## src/rtl/mem_stage_lsu_pkg.sv

```systemverilog
// Shared definitions for the memory-access stage: RV32I opcodes, func3 codes
// and the LSU state encoding.
package mem_stage_lsu_pkg;

  localparam logic [6:0] OPC_LOAD   = 7'b0000011;
  localparam logic [6:0] OPC_STORE  = 7'b0100011;
  localparam logic [6:0] OPC_BRANCH = 7'b1100011;
  localparam logic [6:0] OPC_OP_IMM = 7'b0010011;
  localparam logic [6:0] OPC_OP     = 7'b0110011;
  localparam logic [6:0] OPC_LUI    = 7'b0110111;
  localparam logic [6:0] OPC_AUIPC  = 7'b0010111;
  localparam logic [6:0] OPC_JAL    = 7'b1101111;
  localparam logic [6:0] OPC_JALR   = 7'b1100111;

  localparam logic [2:0] F3_LB  = 3'b000;
  localparam logic [2:0] F3_LH  = 3'b001;
  localparam logic [2:0] F3_LW  = 3'b010;
  localparam logic [2:0] F3_LBU = 3'b100;
  localparam logic [2:0] F3_LHU = 3'b101;
  localparam logic [2:0] F3_SB  = 3'b000;
  localparam logic [2:0] F3_SH  = 3'b001;
  localparam logic [2:0] F3_SW  = 3'b010;

  typedef enum logic [1:0] {
    ST_IDLE = 2'd0,
    ST_REQ  = 2'd1,
    ST_WAIT = 2'd2,
    ST_RESP = 2'd3
  } lsu_state_e;

  function automatic logic is_mem_op(input logic [6:0] opc);
    return (opc == OPC_LOAD) || (opc == OPC_STORE);
  endfunction

endpackage

```

## src/rtl/mem_stage_lsu_lane_align.sv

```systemverilog
// Byte-lane steering for the LSU: store strobes/replicated data and the
// misalign/illegal-func3 check on the incoming op, load extract/extend on the
// returned word.
module mem_stage_lsu_lane_align
  import mem_stage_lsu_pkg::*;
(
  input  logic [6:0]  opcode_i,
  input  logic [2:0]  func3_i,
  input  logic [1:0]  addr_lo_i,
  input  logic [31:0] store_data_i,
  output logic        misalign_o,
  output logic [3:0]  wstrb_o,
  output logic [31:0] wdata_o,
  input  logic [2:0]  ld_func3_i,
  input  logic [1:0]  ld_addr_lo_i,
  input  logic [31:0] rdata_i,
  output logic [31:0] ld_data_o
);

  logic [31:0] shifted;

  // Incoming op: legality check and store lane generation.
  always_comb begin
    misalign_o = 1'b0;
    wstrb_o    = 4'b0000;
    wdata_o    = 32'h0000_0000;
    if (opcode_i == OPC_LOAD) begin
      case (func3_i)
        F3_LB, F3_LBU: misalign_o = 1'b0;
        F3_LH, F3_LHU: misalign_o = addr_lo_i[0];
        F3_LW:         misalign_o = (addr_lo_i != 2'b00);
        default:       misalign_o = 1'b1;
      endcase
    end else if (opcode_i == OPC_STORE) begin
      case (func3_i)
        F3_SB: begin
          wstrb_o = 4'b0001 << addr_lo_i;
          wdata_o = {4{store_data_i[7:0]}};
        end
        F3_SH: begin
          misalign_o = addr_lo_i[0];
          wstrb_o    = 4'b0011 << addr_lo_i;
          wdata_o    = {2{store_data_i[15:0]}};
        end
        F3_SW: begin
          misalign_o = (addr_lo_i != 2'b00);
          wstrb_o    = 4'b1111;
          wdata_o    = store_data_i;
        end
        default: misalign_o = 1'b1;
      endcase
    end else begin
      misalign_o = 1'b0;
    end
  end

  // Returned word: move the addressed lane to bit 0, then extend.
  always_comb begin
    shifted = rdata_i >> {ld_addr_lo_i, 3'b000};
    case (ld_func3_i)
      F3_LB:   ld_data_o = {{24{shifted[7]}}, shifted[7:0]};
      F3_LH:   ld_data_o = {{16{shifted[15]}}, shifted[15:0]};
      F3_LBU:  ld_data_o = {24'h00_0000, shifted[7:0]};
      F3_LHU:  ld_data_o = {16'h0000, shifted[15:0]};
      default: ld_data_o = rdata_i;
    endcase
  end

endmodule

```

## src/rtl/mem_stage_lsu.sv

```systemverilog
// Memory-access stage: one op in flight, RV32I loads/stores over a
// req/gnt/rvalid data port with an access timeout, pass-through otherwise.
module mem_stage_lsu
  import mem_stage_lsu_pkg::*;
#(
  parameter int unsigned TIMEOUT = 16,
  parameter int unsigned XLEN    = 32
) (
  input  logic            clk,
  input  logic            rst_n,
  input  logic            req_valid,
  output logic            req_ready,
  input  logic [6:0]      opcode,
  input  logic [2:0]      func3,
  input  logic [XLEN-1:0] alu_out,
  input  logic [XLEN-1:0] store_data,
  input  logic [4:0]      rd_in,
  output logic            dmem_req,
  output logic            dmem_we,
  output logic [XLEN-1:0] dmem_addr,
  output logic [3:0]      dmem_wstrb,
  output logic [XLEN-1:0] dmem_wdata,
  input  logic            dmem_gnt,
  input  logic            dmem_rvalid,
  input  logic [XLEN-1:0] dmem_rdata,
  output logic            wb_valid,
  output logic            wb_we,
  output logic [4:0]      wb_rd,
  output logic [XLEN-1:0] wb_data,
  output logic            exc_misalign,
  output logic            bus_err
);

  // Expiry is judged on the post-increment count so RESP lands TIMEOUT cycles after accept.
  localparam logic [7:0] CNT_LAST = 8'(TIMEOUT - 2);

  lsu_state_e      state_q, state_d;
  logic [6:0]      opc_q;
  logic [2:0]      f3_q;
  logic [XLEN-1:0] addr_q;
  logic [4:0]      rd_q;
  logic [3:0]      wstrb_q;
  logic [XLEN-1:0] wdata_q;
  logic [XLEN-1:0] result_q;
  logic            wbwe_q;
  logic            exc_q;
  logic            berr_q;
  logic [7:0]      cnt_q;

  logic            accept;
  logic            expire;
  logic            misalign;
  logic [3:0]      wstrb_new;
  logic [XLEN-1:0] wdata_new;
  logic [XLEN-1:0] ld_data;

  assign accept = req_valid && (state_q == ST_IDLE);
  assign expire = (cnt_q >= CNT_LAST);

  mem_stage_lsu_lane_align u_lane (
    .opcode_i     (opcode),
    .func3_i      (func3),
    .addr_lo_i    (alu_out[1:0]),
    .store_data_i (store_data),
    .misalign_o   (misalign),
    .wstrb_o      (wstrb_new),
    .wdata_o      (wdata_new),
    .ld_func3_i   (f3_q),
    .ld_addr_lo_i (addr_q[1:0]),
    .rdata_i      (dmem_rdata),
    .ld_data_o    (ld_data)
  );

  // State register.
  always_ff @(posedge clk or negedge rst_n) begin
    if (!rst_n) begin
      state_q <= ST_IDLE;
    end else begin
      state_q <= state_d;
    end
  end

  // Next-state logic; a gnt/rvalid in the expiry cycle takes precedence.
  always_comb begin
    state_d = state_q;
    case (state_q)
      ST_IDLE: begin
        if (accept) begin
          state_d = (is_mem_op(opcode) && !misalign) ? ST_REQ : ST_RESP;
        end else begin
          state_d = ST_IDLE;
        end
      end
      ST_REQ: begin
        if (dmem_gnt) begin
          state_d = (opc_q == OPC_STORE) ? ST_RESP : ST_WAIT;
        end else if (expire) begin
          state_d = ST_RESP;
        end else begin
          state_d = ST_REQ;
        end
      end
      ST_WAIT: begin
        if (dmem_rvalid || expire) begin
          state_d = ST_RESP;
        end else begin
          state_d = ST_WAIT;
        end
      end
      ST_RESP: state_d = ST_IDLE;
      default: state_d = ST_IDLE;
    endcase
  end

  // Op capture, timeout counter, load result and completion flags.
  always_ff @(posedge clk or negedge rst_n) begin
    if (!rst_n) begin
      opc_q    <= 7'd0;
      f3_q     <= 3'd0;
      addr_q   <= {XLEN{1'b0}};
      rd_q     <= 5'd0;
      wstrb_q  <= 4'd0;
      wdata_q  <= {XLEN{1'b0}};
      result_q <= {XLEN{1'b0}};
      wbwe_q   <= 1'b0;
      exc_q    <= 1'b0;
      berr_q   <= 1'b0;
      cnt_q    <= 8'd0;
    end else begin
      case (state_q)
        ST_IDLE: begin
          if (accept) begin
            opc_q    <= opcode;
            f3_q     <= func3;
            addr_q   <= alu_out;
            rd_q     <= rd_in;
            wstrb_q  <= wstrb_new;
            wdata_q  <= wdata_new;
            result_q <= is_mem_op(opcode) ? {XLEN{1'b0}} : alu_out;
            wbwe_q   <= (rd_in != 5'd0) && (opcode != OPC_BRANCH) &&
                        (opcode != OPC_STORE) && !(is_mem_op(opcode) && misalign);
            exc_q    <= is_mem_op(opcode) && misalign;
            berr_q   <= 1'b0;
            cnt_q    <= 8'd0;
          end
        end
        ST_REQ, ST_WAIT: begin
          cnt_q <= cnt_q + 8'd1;
          if ((state_q == ST_WAIT) && dmem_rvalid) begin
            result_q <= ld_data;
          end else if (!((state_q == ST_REQ) && dmem_gnt) && expire) begin
            berr_q <= 1'b1;
            wbwe_q <= 1'b0;
          end
        end
        ST_RESP: begin
          exc_q  <= 1'b0;
          berr_q <= 1'b0;
        end
        default: cnt_q <= 8'd0;
      endcase
    end
  end

  // Outputs decoded from the state register and captured op.
  always_comb begin
    req_ready    = (state_q == ST_IDLE);
    dmem_req     = (state_q == ST_REQ);
    dmem_we      = dmem_req && (opc_q == OPC_STORE);
    dmem_addr    = dmem_req ? {addr_q[XLEN-1:2], 2'b00} : {XLEN{1'b0}};
    dmem_wstrb   = dmem_req ? wstrb_q : 4'b0000;
    dmem_wdata   = dmem_req ? wdata_q : {XLEN{1'b0}};
    wb_valid     = (state_q == ST_RESP);
    wb_we        = wb_valid && wbwe_q;
    wb_rd        = wb_valid ? rd_q : 5'd0;
    wb_data      = wb_valid ? result_q : {XLEN{1'b0}};
    exc_misalign = wb_valid && exc_q;
    bus_err      = wb_valid && berr_q;
  end

endmodule
```

## config.mk

```make
export PLATFORM = sky130hd
export DESIGN_NAME = mem_stage_lsu
export DESIGN_NICKNAME = d
export VERILOG_FILES = /design/src/rtl/mem_stage_lsu_pkg.sv /design/src/rtl/mem_stage_lsu_lane_align.sv /design/src/rtl/mem_stage_lsu.sv
export SDC_FILE = /design/constraint.sdc
export NUM_CORES = 1
export LEC_CHECK = 0
export ABC_AREA = 1
export BUFFER_PORTS_ARGS = -buffer_cell sky130_fd_sc_hd__buf_4
export CAP_MARGIN = 5
export CORE_MARGIN = 2
export CORE_UTILIZATION = 50
export CTS_BUF_LIST = sky130_fd_sc_hd__clkbuf_16
export CTS_CLUSTER_SIZE = 24
export DETAILED_ROUTE_END_ITERATION = 10
export GPL_TIMING_DRIVEN = 1
export PLACE_DENSITY = 0.78
export SKIP_LAST_GASP = 1
export SYNTH_ARGS = -nofsm -noshare
export SYNTH_HDL_FRONTEND = slang
export SYNTH_SLANG_ARGS = --single-unit
export TNS_END_PERCENT = 1
```

## constraint.sdc

```tcl
create_clock -name clk -period 2.7 [get_ports clk]
set_clock_uncertainty 0.15 [all_clocks]
set_input_delay 0.675 -clock clk [delete_from_list [all_inputs] [get_ports clk]]
set_output_delay 0.675 -clock clk [all_outputs]
set_load 0.02 [all_outputs]
```

Yosys cells after proc, flatten, opt, wreduce, memory -nomap -nowiden. Index checks and enable logic that the tools add are counted.

Bits in registers: 128. Bits of input ports: 116.

Reductions and logical operators: 34. Eq/ne operators: 19. Magnitude comparators: 1. $add $sub $neg: 1. Mux-type cells: 39. Shifts and indexed selects: 3.

Operator list (count): 2-to-1 mux 32 bit (8); one-hot mux 32 bit (4 select lines) (1); one-hot mux 32 bit (3 select lines) (1); one-hot mux 32 bit (2 select lines) (1); right shift 32 x 5 -> 16 bit (1); one-hot mux 8 bit (2 select lines) (1); == test 7 x 6 -> 1 bit (second input constant) (2); logical AND 1 bit (13); == test 3 bit (second input constant) (4); 2-to-1 mux 4 bit (3); one-hot mux 4 bit (3 select lines) (1); 2-to-1 mux 1 bit (11); one-hot mux 1 bit (3 select lines) (3); adder 8 x 1 -> 8 bit (second input constant) (1); greater-or-equal comparator 8 x 4 -> 1 bit (second input constant) (1); 2-to-1 mux 2 bit (4); 2-to-1 mux 8 bit (1); one-hot mux 2 bit (4 select lines) (1); == test 7 x 2 -> 1 bit (second input constant) (1); inequality test 7 x 6 -> 1 bit (second input constant) (1); inequality test 7 bit (second input constant) (1); == test 3 x 1 -> 1 bit (second input constant) (2); zero test 3 bit (2); inequality test 2 bit (second input constant) (3); other kinds (17) (29).

Longest topological paths before layout. Gate-level depths: netlist of the first run.

Depth after elaboration: 9. Mapped depth: 11.

By module. A second synthesis of the first run with hierarchy kept.

Cell total of the unflattened synthesis: 1301. Area, all modules: 8668.3 µm².

Modules (own cells, without submodules): mem_stage_lsu (times used 1, cells an instance 919, area each 6879.1 µm²); mem_stage_lsu_lane_align (times used 1, cells an instance 382, area each 1789.2 µm²).

Worst setup path before layout of the first run. No wires, ideal clock.

Kind: register to output. Start: register state_q[1]. End: output port dmem_addr[25]. Data arrival time: 1697 ps. Cell stages (with the launch flop): 8. Setup slack: 178 ps. Data required time: 1875 ps. Cell sequence: dfrtp_1 > inv_1 > ha_1 > buf_2 > clkbuf_1 > buf_1 > nand2_1 > inv_1.

Word-level cells in the longest chain between the ends: 2.

RTL lines: start, declared (RTL line mem_stage_lsu.sv:37) `lsu_state_e state_q, state_d;`; start signal, assigned (RTL line mem_stage_lsu.sv:79) `state_q <= state_d;`; == test 2 x 1 -> 1 bit (RTL line mem_stage_lsu.sv:168) `dmem_req = (state_q == ST_REQ);`; net dmem_req (RTL line mem_stage_lsu.sv:18) `output logic dmem_req,`; 2-to-1 mux 32 bit (RTL line mem_stage_lsu.sv:170) `dmem_addr = dmem_req ? {addr_q[XLEN-1:2], 2'b00} : {XLEN{1'b0}};`; end, declared (RTL line mem_stage_lsu.sv:20) `output logic [XLEN-1:0] dmem_addr,`.

The timed path passes the listed nets, and every way through them passes these cells.

Final worst setup path of the first run.
Start: register state_q[1]. End: output port dmem_wdata[14].

Word-level cells in the longest chain between the ends: 2.

RTL lines: == test 2 x 1 -> 1 bit (RTL line mem_stage_lsu.sv:168); 2-to-1 mux 32 bit (RTL line mem_stage_lsu.sv:172) `dmem_wdata = dmem_req ? wdata_q : {XLEN{1'b0}};`; end, declared (RTL line mem_stage_lsu.sv:22) `output logic [XLEN-1:0] dmem_wdata,`.

No other way between the ends.

==> results of run 1 <==
sequential cells by signal (all words and copies together) (netlist names):
signal / flops
addr_q: 32
result_q: 32
wdata_q: 32
cnt_q: 8
opc_q: 7
rd_q: 5
wstrb_q: 4
f3_q: 3
state_q: 2
berr_q: 1
exc_q: 1
wbwe_q: 1
metal layers:
metal / up-vias / GRT usage / share of wire
met5: - / 0 / 0
li1: 3945 / - / -
met4: 0 / 0.110 / 0.027
met1: 3745 / 0.386 / 0.43
met3: 48 / 0.0541 / 0.065
met2: 326 / 0.469 / 0.48
worst paths after layout:
| path | depth (start not counted) | endpoint | slack (ps) |
|---|---|---|---|
| setup / recovery | 6 | dmem_wdata[14] | 140 |
| hold / removal | 1 | wdata_q[20] | 40 |
| setup reg to reg | 10 | result_q[12] | 510 |
| hold reg to reg | 2 | rd_q[4] | 330 |
| max in group asynchronous | 2 | f3_q[0] | 1720 |
| min in group clk | 3 | rd_q[2] | 320 |
logic make-up (layout without fill, tap and decap cells):
| logic type | after synthesis | in the layout | share of synthesized area |
|---|---|---|---|
| adder cells (fa/ha/maj) | 7 | 7 | 0.0113 |
| AND/OR/NAND/NOR | 620 | 620 | 0.322 |
| other | 1 | 2 | 0.000483 |
| XOR/XNOR | 1 | 1 | 0.00113 |
| flip-flops | 128 | 128 | 0.412 |
| buffers and inverters | 256 | 467 | 0.135 |
| AO/OA/AOI/OAI | 155 | 155 | 0.118 |
cell usage after synthesis, types with 6 or more instances:
| library cell | n |
|---|---|
| inv_1 | 186 |
| clkbuf_1 | 24 |
| a31oi_1 | 9 |
| o21ai_1 | 23 |
| o21ai_2 | 18 |
| inv_2 | 6 |
| o22ai_1 | 9 |
| ha_1 | 7 |
| nor2_1 | 83 |
| nand2_1 | 454 |
| nand3_1 | 56 |
| nand4_1 | 8 |
| a21oi_1 | 43 |
| o21ai_0 | 37 |
| a22oi_1 | 9 |
| buf_1 | 8 |
| buf_2 | 20 |
| dfrtp_1 | 128 |
worst max-delay path, delay by kind of cell (launching register included):
kind	cells	cell delay [ps]
flops	1	420
fa+ha+maj	1	220
simple gates	1	80
buf+inv	4	550
cell type report:
type	count	area (um^2)
fillers	1354	5010
multi-input cells	785	3530
flip-flops and latches	128	3200
repair buffers	241	1860
inverters	194	731
clock buffers	17	425
well taps	188	235
clock inverters	15	200
where the power goes:
part,internal [mW],switching [mW]
registers,2.58,0.487
clock network,1.62,0.843
logic,1.85,3.43
per-stage QoR:
| stage | cells | hold slack (ps) | setup slack, ps | power (mW) |
|---|---|---|---|---|
| floorplan | 1169 | 229 | 178 | 6.75 |
| global placement | 1536 | 312 | 594 | 8.25 |
| detailed placement | 1536 | 315 | 535 | 8.34 |
| CTS | 1568 | 54.9 | 124 | 10.8 |
| global route | 1568 | 75.7 | 40.2 | 11.7 |
| finish | 1568 | 44.0 | 143 | 10.8 |
==> metrics, run 1 <==
Die Y=129 um; pin count of the biggest net entering global routing=91; RSZ-0062 raised after global routing=no; Crit path largest cell delay=420 ps; Synth area leaders=dfrtp_1 41%, nand2_1 22%, inv_1 9.0%, nor2_1 4.0%, nand3_1 3.6%; initial antenna violation count=0; final slew viol count=0; Max Root-Sink Buffers=2; ys async rst share=1.00; grt ovf=0; FF+latch count, synth=128; area leader, netlist=dfrtp_1; CTS root buffer=clkbuf_16; Arrival @ worst endpoint=1730 ps; vias in the first global route=approximately 7,500; I/O pins=between 200 and 250; maximum VDD drop=0.000563 V; total clock buffers created by CTS=17; Routed WL=23,500 um; normalized max-slew margin=0.447; placed instance area=9560 um^2; worst-skew pair later-pin latency=410 ps; initial core utilization=0.511; DRC viols=0; Syn Inst Count=1,168; Final Cycle Share=0.947; critical path peak fanout=50; WL/cell=roughly 15 um; num rows=45; FF-to-FF Start=state_q[0]; post-synth cell types=41; share of cells above drive strength 1=0.225; first-pass GRT wire length=~38,000 um; EDFF count, synth=0; Core Box Area=approximately 15,000 um^2; Layout Area Growth over Synthesis=31.2%; most common flop cell mapped by yosys=dfrtp_1; CP cell instances=inv_1 > ha_2 > buf_12 > nand2_1 > inv_1 > buf_4; Leakage=6.27 nW; Final ANT Viol Nets=0; TritonCTS clock tree=yes; IO buf count=225; Finished Core Util=0.670; Setup Buffers After CTS=0; fin area=between 10,000 and 15,000 um^2; WS Path Type=flop to output port; Clock Sinks=128; minimum clock period=2560 ps; Avg Cell Area, Syn=6.65 um^2; Worst-path clk slew=60 ps; Die ar.=about 17,000 um^2; part of the Yosys area used for sequential elements=0.412; Worst Setup Start Kind=flop; hold buffers post-CTS=0; Final Hold Viols=0; most frequent cells in the layout=453 x nand2_1, 236 x buf_4, 188 x inv_1; Crit. Startpoint=state_q[1]; CP Capture Type=output port; Top cell by count, worst path=inv_1; width of the die=129 um; status=finished, final reports clean; DRT iter0 DRCs=689; Post-Syn Area=between 7000 and 8000 um^2; n_diodes=0; Pre-Repair DR Iteration Count=5; total track usage=0.288; Net count, final=between 1,000 and 1,500; critical path's slowest cell=dfrtp_1; post-synth top area share=0.412; Post-CTS Resized=0; Hold Crit Class=input pin to asynchronous set/reset pin; Setup violations, final=0; WP data required=1880 ps; vias per inst=~5; HPWL after DPL=17,200 um; total number of vias=8,064; routability cong.=0.932; pwr dens=1060 nW/um^2; TNS Setup=0 ps; max_cap viols=0; Max Freq=slightly below 400 MHz; Yosys warning total=0; CTS H-tree lvls=4; most common cell after layout, fill and taps aside=nand2_1; Slew @ Worst Pin=a little over 800 ps
No activity file was read; power rests on OpenSTA's default activity.
==> inputs of run 2 (changes only) <==
Settings changed: CORE_UTILIZATION 50 to 48.
Clock period 2.7 ns to 2.3 ns, I/O delays scaled along.
==> run 2 against run 1 <==
- the run now ends with negative setup slack left
- sequential share of layout area fell by 0.40 points
- wire length rose by 2.8%
- critical path depth unchanged
- total power is 18% higher
- flip-flop and latch count is the same
- clock power is essentially flat
- global-route usage down 1.0 points
- largest power group unchanged
==> metrics, run 2 (synthesis gave the netlist of run 1 again) <==
Worst Setup Start Kind=flop; Pre-Repair DR Iteration Count=5; Die Y=131 um; worst setup path endpoint=dmem_wdata[11]; WP data required=around 1600 ps; Max Root-Sink Buffers=2; vias in the first global route=7,729; total track usage=0.278; RSZ-0062 raised after global routing=yes; final slew viol count=0; Arrival @ worst endpoint=about 1600 ps; Final Hold Viols=0; reg2reg setup slack=80 ps; Net count, final=1,501; Largest regs=addr_q: 32 flops, result_q: 32 flops, wdata_q: 32 flops; maximum VDD drop=0.000693 V; failing checks=negative setup slack; Crit path largest cell delay=440 ps; CP Capture Type=output port; Register-to-Register Path Depth=7; hold slack final=217 ps; DRC viols=0; Final ANT Viol Nets=0; Max Freq=423 MHz; pwr dens=1230 nW/um^2; minimum clock period=2360 ps; HPWL after DPL=about 17,000 um; width of the die=131 um; Setup violations, final=82; Buf+Inv Stages, Crit Path=4; status=finished with violations; WS Path Type=flop to output port; CP cell instances=inv_2 > ha_4 > buf_12 > nand2_1 > inv_1 > buf_4; first-pass GRT wire length=39,000 um; final worst setup slack=-62.2 ps; normalized max-slew margin=0.475; non-filler cells, final=between 1,500 and 2,000; Worst-path clk slew=50 ps; Hold Crit Class=input pin to flop; most common cell after layout, fill and taps aside=nand2_1; fill count=1,451; total power=between 10 and 15 mW; FF-to-FF Start=state_q[0]; num rows=46; grt ovf=0; Leakage=6.32 nW; dpl ws=130 ps; I/O pins=approximately 230; TritonCTS clock tree=yes; CTS root buffer=clkbuf_16; total clock buffers created by CTS=17; Layout Area Growth over Synthesis=33.0%; CTS H-tree lvls=4; Finished Core Util=0.653; placed instance area=9660 um^2; Clock Sinks=about 130; share of cells above drive strength 1=0.231; max_cap viols=0; DRT iter0 DRCs=592; Crit path max-delay family=buffers and inverters; most frequent cells in the layout=453 x nand2_1, 240 x buf_4, 191 x inv_1; n_diodes=0; WL/cell=around 15 um; worst-skew pair later-pin latency=410 ps; routability cong.=0.912; Core Box Area=15,800 um^2; total number of vias=8,077; Slew @ Worst Pin=779 ps; Worst path depth=6; placed insts=1,569; initial core utilization=0.491; fin area=10,300 um^2; pin count of the biggest net entering global routing=between 50 and 60; Die ar.=17,200 um^2; initial antenna violation count=0; critical path's slowest cell=dfrtp_2; vias per inst=5.03; TNS Setup=-2580 ps; critical path peak fanout=25; Crit. Startpoint=state_q[1]; IO buf count=225; Final Cycle Share=1.03; reg2reg end=wdata_q[11]; Routed WL=24,200 um
run 2: routing by layer:
layer	vias to the layer above	track usage	part of all wire
met4	0	0.104	0.027
li1	3976	-	-
met3	43	0.0536	0.070
met5	-	0	0
met1	3726	0.367	0.42
met2	332	0.456	0.48
run 2: area by class of cell:
type	instances	area [um^2]	share of cell area
Clock buffer	17	425	0.0412
Sequential cell	128	3210	0.310
Tap cell	216	270	0.0262
Inverter	194	731	0.0707
Clock inverter	15	115	0.0111
Timing Repair Buffer	252	2020	0.196
Multi-Input combinational cell	785	3560	0.345
run 2: power breakdown:
group          switching (mW)  internal [mW]
registers               0.506           3.03
logic                    4.26           2.47
clock network           0.945           1.55
total                    5.71           7.05
run 2: worst min-delay path: cells and delay by family:
family        cells  cell delay, ps
buf+inv           1              80
simple gates      2              80
run 2: timing repair:
action | CTS | global route
hold endpoints to repair | 37 | 0
gates cloned | 2 | 0
setup buffers | 4 | 0
hold buffers | 1 | 0
endpoints found under the setup margin | 83 | 134
pin swaps | 1 | 1
gates resized for setup | 7 | 6
run 2: worst min path at each step:
stage	from	to	slack (ps)	depth (start not counted)
6_report	rd_in[3]	rd_q[3]	220	3
5_1_grt	rd_in[0]	rd_q[0]	220	3
4_1_cts	rd_in[3]	rd_q[3]	200	3
3_5_place_dp	addr_q[31]	addr_q[31]	310	2
3_3_place_gp	rd_q[0]	rd_q[0]	310	2
2_1_floorplan	rst_n	addr_q[0]	130	0
==> inputs of run 3 (changes only) <==
Settings changed: CORE_UTILIZATION 48 to 50, CTS_CLUSTER_SIZE 24 to unset.
Clock period 2.3 ns to 3 ns, I/O delays scaled along.
==> run 3 against run 2 <==
- the flow now finishes without violations
- global-route usage grew 0.67 points
- non-clock buffer count shrank 9
- die area shrank 3.9%
- via count shrank 1.1%
- total power shrank 27%
- largest power group unchanged
- sequential power shrank 23%
- first-iteration DRC count grew 30%
- highest routed layer unchanged
- utilization grew 0.79 points
- wire length shrank 3.3%
- hold slack lost 76 ps
- register-to-register slack gained 660 ps
- setup slack gained 250 ps
==> metrics, run 3 (synthesis gave the netlist of run 1 again) <==
Setup violations, final=0; Core Box Area=15,200 um^2; total power=roughly 9.3 mW; Routed WL=23,400 um; num rows=45; Die Y=roughly 130 um; Max Root-Sink Buffers=2; RSZ-0062 raised after global routing=no; width of the die=between 100 and 150 um; Final Cycle Share=0.936; reg2reg end=result_q[10]; met2 wire length=11,100 um; I/O pins=between 200 and 250; Leakage=6.22 nW; Net count, final=around 1,500; initial core utilization=0.511; most common cell after layout, fill and taps aside=nand2_1; most frequent cells in the layout=453 x nand2_1, 242 x buf_4, 190 x inv_1; Final ANT Viol Nets=0; Register-to-Register Path Depth=10; Metal-1 WL=10,000 um; FF-to-FF Start=state_q[0]; worst setup path endpoint=dmem_addr[14]; grt ovf=0; Setup Buffers After CTS=0; normalized max-slew margin=0.327; TritonCTS clock tree=yes; Finished Core Util=0.660; IO buf count=225; Arrival @ worst endpoint=1910 ps; Hold Crit Class=input pin to asynchronous set/reset pin; max_cap viols=0; maximum VDD drop=0.000569 V; total track usage=0.285; highest metal used=met4; DRC viols=0; first-pass GRT wire length=between 30,000 and 40,000 um; pin count of the biggest net entering global routing=60; hold buffers post-CTS=0; routability cong.=0.921; TNS Setup=0 ps; WS Path Type=flop to output port; total clock buffers created by CTS=17; critical path peak fanout=50; vias per inst=5.09; WP data required=2100 ps; Worst Setup Start Kind=flop; Slew @ Worst Pin=~1000 ps; final slew viol count=0; CTS H-tree lvls=4; routed wl met3=1710 um; Worst-path clk slew=50 ps; worst-skew pair later-pin latency=410 ps; Largest regs=addr_q: 32 flops, result_q: 32 flops, wdata_q: 32 flops; Max Freq=between 300 and 400 MHz; CP Capture Type=output port; reg2reg setup slack=740 ps; minimum clock period=2810 ps; n_diodes=0; status=finished, final reports clean; initial antenna violation count=0; Die ar.=approximately 17,000 um^2; Pre-Repair DR Iteration Count=5; vias in the first global route=7,317; Clock Sinks=128; WL/cell=14.9 um; Final Hold Viols=0; critical path's slowest cell=buf_4; Crit. Startpoint=state_q[1]; share of cells above drive strength 1=0.222; Post-CTS Resized=0; Crit path largest cell delay=420 ps; CP cell instances=inv_1 > ha_2 > buf_4 > nand2_1 > inv_1 > buf_4; Layout Area Growth over Synthesis=29.3%; CTS root buffer=clkbuf_16; HPWL after DPL=16,800 um; pwr dens=929 nW/um^2; DRT iter0 DRCs=771; total number of vias=7,992
[run 3: cell types whose count changed in the layout (fill, tap and decap cells not counted), sizes merged]
| cell | before | now |
|---|---|---|
| bufbuf | 1 | 0 |
| bufinv | 2 | 1 |
| buf | 250 | 243 |
| clkinv | 6 | 9 |
| dlygate4sd3 | 1 | 0 |
| inv | 200 | 197 |
[run 3: layout make-up]
type,count,area (um^2)
clock buffer,17,425
fill,1400,5160
multi-input combinational,785,3530
inverter,194,731
sequential,128,3200
clock inverter,14,86.3
timing repair buffer,243,1830
tap,188,235
[run 3: through the flow]
stage / hold slack (ps) / cells / cell area [um^2] / worst slack, ps
finish: 141 / 1569 / 10000 / 191
global route: 173 / 1569 / 10000 / 34.6
CTS: 160 / 1569 / 10000 / 162
detailed placement: 315 / 1538 / 9530 / 612
global placement: 312 / 1538 / 9530 / 655
floorplan: 299 / 1169 / 7770 / 403
[run 3: metal layers]
metal,global-route usage,vias up
li1,-,3957
met1,0.377,3662
met2,0.461,333
met3,0.0678,40
met4,0.102,0
met5,0,-
[run 3: report_power, final]
| group | switching [mW] | internal [mW] |
|---|---|---|
| registers | 0.416 | 2.32 |
| logic | 3.14 | 1.63 |
| clock network | 0.726 | 1.10 |
| total | 4.28 | 5.05 |
[run 3: how the worst min path moves through the flow]
stage | startpoint | to | slack (ps)
after detailed placement | rd_q[2] | rd_q[2] | 320
after global routing | rst_n | wdata_q[19] | 170
after global placement | addr_q[22] | addr_q[22] | 310
after floorplan | rst_n | addr_q[0] | 300
after CTS | rst_n | wdata_q[12] | 160
final | rst_n | wdata_q[12] | 140
[run 3: worst max-delay path, delay by kind of cell, from the launching register on]
family        cells  cell delay [ps]
flops             1              410
buf+inv           4              720
simple gates      1              140
fa+ha+maj         1              190
